<file path="src/rtl/rename_pkg.sv">
// Shared rename-stage definitions: register-file geometry, preg type and free-list FSM states.
package rename_pkg;

    localparam int NUM_PHYS_REGS = 64;
    localparam int NUM_ARCH_REGS = 32;
    localparam int PREG_W        = $clog2(NUM_PHYS_REGS);

    typedef logic [PREG_W-1:0] preg_t;

    typedef enum logic [1:0] {
        INIT  = 2'd0,
        RUN   = 2'd1,
        FLUSH = 2'd2
    } fl_state_e;

endpackage

</file>
<file path="src/rtl/preg_freelist_ram.sv">
// Free-list storage: one synchronous write port, one asynchronous read port, no reset on contents.
module freelist_ram #(
    parameter int DEPTH  = 32,
    parameter int DATA_W = 6,
    parameter int ADDR_W = $clog2(DEPTH)
) (
    input  logic              clk,
    input  logic              wr_en,
    input  logic [ADDR_W-1:0] wr_addr,
    input  logic [DATA_W-1:0] wr_data,
    input  logic [ADDR_W-1:0] rd_addr,
    output logic [DATA_W-1:0] rd_data
);

    logic [DATA_W-1:0] mem [DEPTH];

    always_ff @(posedge clk) begin
        if (wr_en) begin
            mem[wr_addr] <= wr_data;
        end
    end

    assign rd_data = mem[rd_addr];

endmodule

</file>
<file path="src/rtl/preg_freelist.sv">
// Physical-register free list: circular FIFO of free pregs with a speculative alloc head,
// an architectural (retire) head restored on flush, and a tail fed by ROB releases.
module preg_freelist #(
    parameter int NUM_PHYS_REGS = rename_pkg::NUM_PHYS_REGS,
    parameter int NUM_ARCH_REGS = rename_pkg::NUM_ARCH_REGS,
    parameter int PREG_W        = rename_pkg::PREG_W
) (
    input  logic              clk,
    input  logic              rst,
    input  logic              rn2fl_req,
    output logic              fl2rn_grant,
    output logic [PREG_W-1:0] fl2rn_preg,
    input  logic              rob2fl_commit,
    input  logic              rob2fl_free_valid,
    input  logic [PREG_W-1:0] rob2fl_free_preg,
    input  logic              rob2fl_flush,
    output logic              fl_ready,
    output logic              no_free_reg,
    output logic [PREG_W-1:0] fl_count
);
    import rename_pkg::*;

    localparam int DEPTH = NUM_PHYS_REGS - NUM_ARCH_REGS;
    localparam int IDX_W = $clog2(DEPTH);
    localparam int PTR_W = IDX_W + 1;

    typedef logic [PTR_W-1:0] ptr_t;

    fl_state_e         state, state_nxt;
    ptr_t              spec_head, spec_head_nxt;
    ptr_t              ret_head, ret_head_nxt;
    ptr_t              tail, tail_nxt;
    logic [IDX_W-1:0]  fill, fill_nxt;

    ptr_t              spec_cnt;
    ptr_t              ret_span;
    logic              active;
    logic              full;
    logic              do_commit;
    logic              do_free;
    logic              grant;

    logic              wr_en;
    logic [IDX_W-1:0]  wr_addr;
    logic [PREG_W-1:0] wr_data;
    logic [PREG_W-1:0] rd_data;

    // Wrap-bit pointers: differences modulo 2*DEPTH give occupancy 0..DEPTH unambiguously.
    assign spec_cnt  = tail - spec_head;
    assign ret_span  = tail - ret_head;
    assign full      = (ret_span == ptr_t'(DEPTH));
    assign active    = (state != INIT);

    assign grant     = (state == RUN) & rn2fl_req & (spec_cnt != '0) & ~rob2fl_flush;
    assign do_commit = active & rob2fl_commit & (ret_head != spec_head);
    assign do_free   = active & rob2fl_free_valid & (rob2fl_free_preg != '0) & ~full;

    always_comb begin
        state_nxt     = state;
        spec_head_nxt = spec_head;
        ret_head_nxt  = ret_head;
        tail_nxt      = tail;
        fill_nxt      = fill;
        wr_en         = 1'b0;
        wr_addr       = tail[IDX_W-1:0];
        wr_data       = rob2fl_free_preg;

        case (state)
            INIT: begin
                wr_en    = 1'b1;
                wr_addr  = fill;
                wr_data  = PREG_W'(NUM_ARCH_REGS) + PREG_W'(fill);
                fill_nxt = fill + 1'b1;
                if (fill == IDX_W'(DEPTH - 1)) begin
                    spec_head_nxt = '0;
                    ret_head_nxt  = '0;
                    tail_nxt      = ptr_t'(DEPTH);
                    state_nxt     = RUN;
                end
            end

            RUN, FLUSH: begin
                if (grant) begin
                    spec_head_nxt = spec_head + 1'b1;
                end
                if (do_commit) begin
                    ret_head_nxt = ret_head + 1'b1;
                end
                if (do_free) begin
                    wr_en    = 1'b1;
                    tail_nxt = tail + 1'b1;
                end
                // Recovery rewinds to the retire head including this cycle's commit.
                if (state == FLUSH) begin
                    spec_head_nxt = ret_head_nxt;
                    state_nxt     = RUN;
                end else if (rob2fl_flush) begin
                    spec_head_nxt = ret_head_nxt;
                    state_nxt     = FLUSH;
                end
            end

            default: begin
                state_nxt = INIT;
            end
        endcase
    end

    always_ff @(posedge clk) begin
        if (rst) begin
            state     <= INIT;
            fill      <= '0;
            spec_head <= '0;
            ret_head  <= '0;
            tail      <= '0;
        end else begin
            state     <= state_nxt;
            fill      <= fill_nxt;
            spec_head <= spec_head_nxt;
            ret_head  <= ret_head_nxt;
            tail      <= tail_nxt;
        end
    end

    freelist_ram #(
        .DEPTH  (DEPTH),
        .DATA_W (PREG_W),
        .ADDR_W (IDX_W)
    ) u_ram (
        .clk     (clk),
        .wr_en   (wr_en & ~rst),
        .wr_addr (wr_addr),
        .wr_data (wr_data),
        .rd_addr (spec_head[IDX_W-1:0]),
        .rd_data (rd_data)
    );

    assign fl2rn_grant = grant;
    assign fl2rn_preg  = grant ? rd_data : '0;
    assign fl_ready    = active;
    assign no_free_reg = (spec_cnt == '0);
    assign fl_count    = PREG_W'(spec_cnt);

endmodule

</file>
<file path="config.mk">
export PLATFORM = sky130hd
export DESIGN_NAME = preg_freelist
export DESIGN_NICKNAME = d
export VERILOG_FILES = /design/src/rtl/rename_pkg.sv /design/src/rtl/preg_freelist_ram.sv /design/src/rtl/preg_freelist.sv
export SDC_FILE = /design/constraint.sdc
export NUM_CORES = 1
export LEC_CHECK = 0
export BUFFER_PORTS_ARGS = -buffer_cell sky130_fd_sc_hd__buf_2
export CORE_ASPECT_RATIO = 0.9
export CORE_MARGIN = 5
export CORE_UTILIZATION = 35
export CTS_BUF_LIST = sky130_fd_sc_hd__clkbuf_8
export DETAILED_ROUTE_END_ITERATION = 7
export PLACE_DENSITY = 0.63
export RECOVER_POWER = 50
export SYNTH_ARGS = -nofsm -noshare
export SYNTH_HDL_FRONTEND = slang
export SYNTH_SLANG_ARGS = --single-unit
</file>
<file path="constraint.sdc">
create_clock -name clk -period 3.4 [get_ports clk]
set_clock_uncertainty 0.2 [all_clocks]
set_input_delay 0.68 -clock clk [delete_from_list [all_inputs] [get_ports clk]]
set_output_delay 0.68 -clock clk [all_outputs]
set_load 0.02 [all_outputs]
</file>
==> summary.txt, run 1 <==
Floorplanning
  – Die W: 187 µm
  – Core Region: 27,900 µm²
  – # IOs: 27
  – Initial core utilization: 0.353
  – DIE AREA: 31,600 µm²
  – Die Height: between 150 and 200 µm
  – Core Rows: 58

Logic synthesis
  – Synthesis Warnings: 0
  – Number of flops mapped to enable cells by yosys: between 150 and 200
  – Ys async rst share: 0
  – Synth Area per Inst: ~15 µm²
  – Synth top area share: 0.586
  – Synth cell types: 63
  – Top FF cell, synth: edfxtp_1
  – Synthesized area: 9840 µm²
  – Register area share after synthesis: 0.647
  – Syn_nets: 668
  – Cell taking the most area after synthesis: edfxtp_1
  – Synth area leaders: edfxtp_1, mux4_2, dfxtp_1, nor2_1, ha_1
  – Seq cells post-synth: roughly 220
  – Post-Synthesis Cells: approximately 640

Timing
  – Tmin final: approximately 3.8 ns
  – Setup violators final: 8
  – Fin worst setup slack: -0.413 ns
  – Fin crit share: 1.12
  – Worst-margin pin slew: approximately 1.2 ns
  – RSZ-0062 raised after global routing: true
  – Fmax: between 0.2 and 0.3 GHz
  – Rel. slew slack: 0.226
  – Worst hold slack: roughly 0.35 ns
  – Final Hold Vio Count: 0
  – Fin. max-slew vios: 0

Power
  – Sw frac: 0.270
  – VDD IR-drop max: between 0.5 and 0.6 mV
  – Clock share of power: 0.344
  – P_int: between 4 and 5 mW
  – Switching Power: roughly 1.7 mW
  – Sequential share of power: 0.520
  – Static Leak: a little under 4 nW
  – Power per cell area: around 540 nW/µm²
  – Combinational Power Share: 0.136

Place
  – Post-DP HPWL: 14,400 µm
  – Placed Cells: between 1,000 and 1,500
  – Placed inst area: between 10,000 and 15,000 µm²
  – DP Worst Slack: 0.0561 ns
  – IO Port Bufs: 26
  – RePlAce Congestion: 0.797

Clock tree
  – Clock-pin slew on the worst setup and hold paths: ~0.060 ns
  – Clk buf depth: 3
  – CTS Buf Count: 38
  – Clock sink total: approximately 220
  – Clk_lat worst skew: ~0.53 ns
  – CTS Root Cell: clkbuf_8
  – CTS H-Tree Depth: 2
  – CTS tree: built
  – Hold_buf cts: 0

Layout
  – Post-layout nets: 768
  – Filler cells: between 2,000 and 3,000
  – Final instance area: around 12,000 µm²
  – Final Non-Filler Cells: about 1,100
  – Share of cells above drive strength 1: 0.301
  – Syn-to-layout area delta: 19.2%
  – N_diodes: 0
  – Finished Core Util: 0.421

Setup path
  – WS Path Type: flip-flop to output port
  – CP endpoint kind: output port
  – Critical path required time: between 2 and 3 ns
  – CP peak stage delay: between 0.4 and 0.5 ns
  – Slowest cell on crit path: or3b_4
  – Crit start category: flip-flop
  – Critical-path cell list: inv_2, ha_4, fa_2, nand2b_4, a21oi_4, xor2_4, o41ai_4, or3b_4, buf_12, nor2_4, buf_6
  – CP arrival: just under 3 ns
  – CP max FO: 6

Global route
  – Largest net degree at the start of global routing: 43
  – GRT overflow: 0
  – First-pass GRT wire length: 33,800 µm
  – Total track usage: 0.137
  – Initial antenna violation count: 0
  – Vias in the first global route: around 5,900

Detailed routing
  – Initial DRC Count: roughly 360
  – Antenna-violating nets left: 0
  – DRT Wirelength: 21,800 µm
  – Via Count: between 5,000 and 6,000
  – Initial DRT Pass Iterations: 5
  – Average wire per cell in the routed design: between 15 and 20 µm
  – # DRC: 0
  – Vias/cell: just over 5

Outcome
  – Status: finished with violations
  – Failing checks: negative setup slack

Hold path
  – Hold WC Path Type: flip-flop to flip-flop

Job
  – MaxCap Viol Count: 0
==> cells in the mapped netlist (all sizes together) (2+ instances only) <==
library cell / instances
o41ai: 3
nor2: 70
edfxtp: 192
ha: 19
a22oi: 3
o21a: 5
o211ai: 5
o21ai: 10
and3: 3
clkbuf: 19
o31ai: 5
nand3: 11
nor3: 9
dfxtp: 30
mux4: 54
mux2i: 11
nand2: 26
a21oi: 19
a211o: 2
mux2: 3
or2: 3
a21o: 2
a211oi: 15
nor2b: 9
a31oi: 2
or4: 3
xnor2: 15
buf: 10
xor2: 11
o211a: 2
inv: 25
nand4: 4
or3: 3
nand3b: 3
and2: 2
o32ai: 8
==> flip-flops by register name (all words and copies together) (netlist names), named ones only <==
| name | cells |
|---|---|
| u_ram.mem | 192 |
| ret_head | 6 |
| fill | 5 |
| state | 2 |
| tail | 6 |
| spec_head | 6 |
==> routing by layer <==
metal / track usage / part of all wire / vias to the layer above
met3: 0.0291 / 0.050 / 29
met4: 0.0338 / 0.015 / 0
met2: 0.226 / 0.48 / 148
met1: 0.187 / 0.45 / 2941
li1: - / - / 2703
met5: 0 / 0 / -
==> through the flow <==
step           total power, mW  setup TNS (ns)
2_1_floorplan             3.85               0
3_3_place_gp              4.21               0
3_5_place_dp              4.23               0
4_1_cts                   6.42           -3.04
5_1_grt                   6.64           -6.46
6_report                  6.36           -2.80
==> timing repair <==
action	CTS	global route
setup buffers	4	2
endpoints found under the setup margin	8	41
pin swaps	7	3
gates resized for setup	23	14
==> final timing paths <==
path | from | endpoint | slack (ns) | cells past startpoint
setup / recovery | tail[0] | fl2rn_preg[2] | -0.41 | 11
hold / removal | state[0] | state[0] | 0.35 | 2
setup reg to reg | state[1] | u_ram.mem[25][0] | 0.03 | 6
hold reg to reg | state[0] | state[0] | 0.35 | 2
==> cell usage in the layout, fill, tap and decap left out, types with 4 or more instances in the layout <==
master,synthesis,routed
edfxtp_1,192,192
buf_4,0,55
mux4_2,54,54
nor2_1,70,52
clkbuf_8,0,39
inv_1,25,38
nand2_1,26,26
dfxtp_1,30,25
a21oi_1,19,18
ha_1,19,18
buf_2,4,18
a211oi_1,15,15
xnor2_1,15,14
nor2_2,0,12
nand3_1,11,11
xor2_1,11,10
mux2i_1,11,10
nor3_1,9,9
o21ai_0,8,8
nor2b_1,9,8
clkinv_1,1,7
o32ai_1,7,7
buf_6,0,7
nor2_4,0,6
o21a_1,5,5
o31ai_1,5,5
o211ai_1,5,5
nand4_1,4,4
dfxtp_2,0,4
buf_12,0,4
==> power groups by stage <==
stage                     Clock (mW)  Combinational [mW]  Sequential [mW]
after floorplan                    0               0.505             3.34
after detailed placement           0               0.867             3.36
after CTS                       2.25               0.871             3.30
final                           2.19               0.864             3.31
after global routing            2.38               0.939             3.32
after global placement             0               0.851             3.35
==> cell type report <==
cell class	count	area (µm²)	share of cell area
repair buffers	89	683	0.0582
flip-flops and latches	222	6370	0.543
clock buffers	39	537	0.0458
inverters	26	100	0.00853
multi-input cells	359	3440	0.293
well taps	360	450	0.0384
clock inverters	28	148	0.0126
==> kinds of logic after synthesis <==
logic type	share of synthesized area
AO/OA/AOI/OAI	0.0743
XOR/XNOR	0.0231
adder cells (fa/ha/maj)	0.0262
buffers and inverters	0.0216
flip-flops	0.647
multiplexers	0.138
AND/OR/NAND/NOR	0.0697
==> worst max-delay path: cells and delay by family (launching register included) <==
| kind | cells | cell delay [ns] |
|---|---|---|
| buffers and inverters | 3 | 0.35 |
| and+or+nand+nor | 3 | 0.70 |
| adders and majority gates | 2 | 0.54 |
| AOI/OAI and AO/OA | 2 | 0.28 |
| xor gates and xnor gates | 1 | 0.19 |
| DFF | 1 | 0.33 |
Power figures use the tool's default switching activity.
==> run 2: changes to the inputs <==
Settings changed: SYNTH_HIERARCHICAL from default to 1.
==> run 2 against run 1 <==
The run ends with max-capacitance violations, max-slew violations, negative setup slack left. Clock power hardly changed. Register-to-register slack improved by 0.08 ns. Worst hold slack got worse by 0.015 ns. Final cell count fell by 5.0%. Final area fell by 1.6%. Sequential power decreased by 2%. First-iteration DRC count is 36% higher. Utilization increased by 0.52 points. Area after synthesis down 1.9%. Critical path type unchanged. Sequential cell count shrank 5. Synthesized cell count fell by 5.5%.
==> summary.txt, run 2 <==
Outcome
  – Status: finished with violations
  – Failing checks: max-capacitance violations, max-slew violations, negative setup slack

Power
  – Total power: between 6 and 7 mW
  – Power per cell area: about 540 nW/µm²
  – Sw frac: 0.259
  – P_int: ~4.6 mW
  – Static Leak: 3.83 nW
  – Switching Power: between 1.5 and 2 mW
  – VDD IR-drop max: slightly below 0.2 mV
  – Combinational Power Share: 0.126
  – Sequential share of power: 0.522
  – Clock share of power: 0.352

Floorplanning
  – Die W: between 150 and 200 µm
  – Die Height: approximately 170 µm
  – DIE AREA: ~31,000 µm²
  – Core Rows: 57
  – Core Region: approximately 27,000 µm²
  – Initial core utilization: 0.356
  – # IOs: 27

Timing
  – Fmax: about 0.26 GHz
  – Post-Route Setup TNS: -2.58 ns
  – Fin. max-slew vios: between 60 and 70
  – Fin worst setup slack: -0.396 ns
  – Final Hold Vio Count: 0
  – Tmin final: ~3.8 ns
  – Setup violators final: 7
  – Rel. slew slack: -0.198
  – Fin crit share: 1.12
  – RSZ-0062 raised after global routing: true
  – Worst-margin pin slew: 1.80 ns

Setup path
  – CP arrival: ~2.9 ns
  – Crit start category: flip-flop
  – Setup slack, reg-to-reg: approximately 0.11 ns
  – R2r endpoint: u_ram/mem[4][1]
  – CP endpoint kind: output port
  – FF-to-FF path depth: 12
  – Worst Setup SP: spec_head[0]
  – Critical path required time: around 2.5 ns
  – R2r startpoint: ret_head[1]
  – WS Path Type: flip-flop to output port
  – CP max FO: 7

Logic synthesis
  – Register area share after synthesis: 0.649
  – Synth cell types: 57
  – Top FF cell, synth: edfxtp_1
  – Synthesized area: 9660 µm²
  – Cell taking the most area after synthesis: edfxtp_1
  – Top cells by count, synth: edfxtp_1, mux4_2, nor2_1
  – Seq cells post-synth: between 200 and 250
  – Synthesis Warnings: 6
  – Post-Synthesis Cells: 601
  – Syn_nets: approximately 630
  – Synth top area share: 0.597
  – Synth area leaders: edfxtp_1, mux4_2, dfxtp_1, ha_1, nor2_1
  – Ys async rst share: 0
  – Synth Area per Inst: 16.1 µm²
  – Most frequent cell after synthesis: edfxtp_1
  – Number of flops mapped to enable cells by yosys: about 190

Hold path
  – WHS Endpoint: fill[4]
  – Worst hold path cell count: 2
  – HP Start: fill[4]
  – Hold WC Path Type: flip-flop to flip-flop

Layout
  – Most common cell after layout, fill and taps aside: edfxtp_1
  – Final instance area: 11,500 µm²
  – Largest register FFs: between 150 and 200
  – N_diodes: 0
  – Share of cells above drive strength 1: 0.352
  – Filler cells: 2,374
  – Area of the multi-input gates: about 3400 µm²
  – Biggest register: u_ram/mem
  – Syn-to-layout area delta: 19.6%
  – Commonest cells after routing, fill and taps aside: edfxtp_1, mux4_2, clkbuf_8
  – Post-layout nets: approximately 720
  – Register area: around 6300 µm²

Detailed routing
  – Average wire per cell in the routed design: roughly 21 µm
  – # DRC: 0
  – Vias/cell: approximately 5.3
  – DRT Wirelength: about 22,000 µm
  – Initial DRC Count: between 400 and 500
  – Antenna-violating nets left: 0
  – Initial DRT Pass Iterations: 5
  – Via Count: about 5,700

Global route
  – Initial antenna violation count: 0
  – Vias in the first global route: 5,822
  – Total track usage: 0.143
  – GRT overflow: 0
  – Largest net degree at the start of global routing: between 40 and 50
  – First-pass GRT wire length: ~34,000 µm

Clock tree
  – CTS tree: built
  – CTS Root Cell: clkbuf_8
  – Clk_lat worst skew: roughly 0.54 ns
  – CTS Buf Count: 35
  – Clk buf depth: 3
  – CTS H-Tree Depth: 2
  – Clock-pin slew on the worst setup and hold paths: 0.07 ns
  – Clock sink total: between 200 and 250

Job
  – MaxCap Viol Count: 2

Place
  – Post-DP HPWL: around 14,000 µm
  – RePlAce Congestion: roughly 0.88
  – IO Port Bufs: 26
  – Placed inst area: about 11,000 µm²
  – DP Worst Slack: -0.110 ns
[run 2: cell count changes after synthesis, sizes merged, moves of 6 or more]
| cell | change |
|---|---|
| mux4 | +6 |
| nor2b | -7 |
| a211oi | -12 |
| nor2 | -13 |
| mux2i | -6 |
| and2 | +7 |
| o21ai | +8 |
[run 2: kinds of logic after synthesis]
kind of cell               after synthesis  share of synthesized area
xor gates and xnor gates                22                     0.0207
DFF                                    217                      0.649
buffers and inverters                   51                     0.0227
and+or+nand+nor                        145                     0.0737
adders and majority gates               20                     0.0267
AOI/OAI and AO/OA                       74                     0.0542
muxes                                   72                      0.153
[run 2: per-layer routing]
metal  vias up  global-route usage  wire length (µm)
li1       2550                   -                 -
met4         0              0.0428               422
met1      2846               0.196              9460
met2       211               0.233             10900
met5         -                   0                 0
met3        46              0.0254              1360
[run 2: power groups by stage]
| stage | sequential (mW) | combinational [mW] | clock (mW) |
|---|---|---|---|
| floorplan | 3.28 | 0.419 | 0 |
| global placement | 3.27 | 0.734 | 0 |
| detailed placement | 3.28 | 0.775 | 0 |
| CTS | 3.22 | 0.793 | 2.23 |
| global route | 3.24 | 0.846 | 2.36 |
| finish | 3.24 | 0.784 | 2.18 |
[run 2: how the worst max path moves through the flow]
stage	end	slack [ns]
floorplan	u_ram/mem[28][0]	-0.02
global placement	u_ram/mem[12][3]	-0.01
detailed placement	u_ram/mem[28][3]	-0.11
CTS	fl2rn_preg[2]	-0.48
global route	fl2rn_preg[2]	-0.54
finish	fl2rn_preg[2]	-0.40
[run 2: what timing repair did]
item                                    4_1_cts  5_1_grt
pin swaps                                    10        3
endpoints found under the hold margin         0        0
hold buffers                                  0        0
gates resized for setup                      36       51
buffers inserted                              5        3
cloned                                        1        0
endpoints found under the setup margin      193      201
[run 2: worst max-delay path, cell delays in order (launching register included)]
cell	delay, ns
dfxtp_4	0.40
ha_4	0.18
fa_2	0.55
inv_2	0.04
nor4_2	0.21
mux2i_1	0.15
o41ai_2	0.23
buf_4	0.18
nor3b_4	0.05
buf_12	0.14
and2_4	0.14
buf_6	0.13
[run 2: stage by stage]
stage	utilization	hold slack [ns]	instances
final	0.426	0.331	1067
after global routing	0.426	0.369	1067
after CTS	0.421	0.333	1065
after detailed placement	0.389	0.319	999
after global placement	0.389	0.308	999
after floorplan	-	0.250	601
[run 2: final cells by class]
class / instances / share of cell area
Clock buffer: 37 / 0.0441
Sequential cell: 217 / 0.543
Tap cell: 354 / 0.0384
Clock inverter: 23 / 0.0140
Timing Repair Buffer: 76 / 0.0535
Inverter: 27 / 0.00878
Multi-Input combinational cell: 333 / 0.298
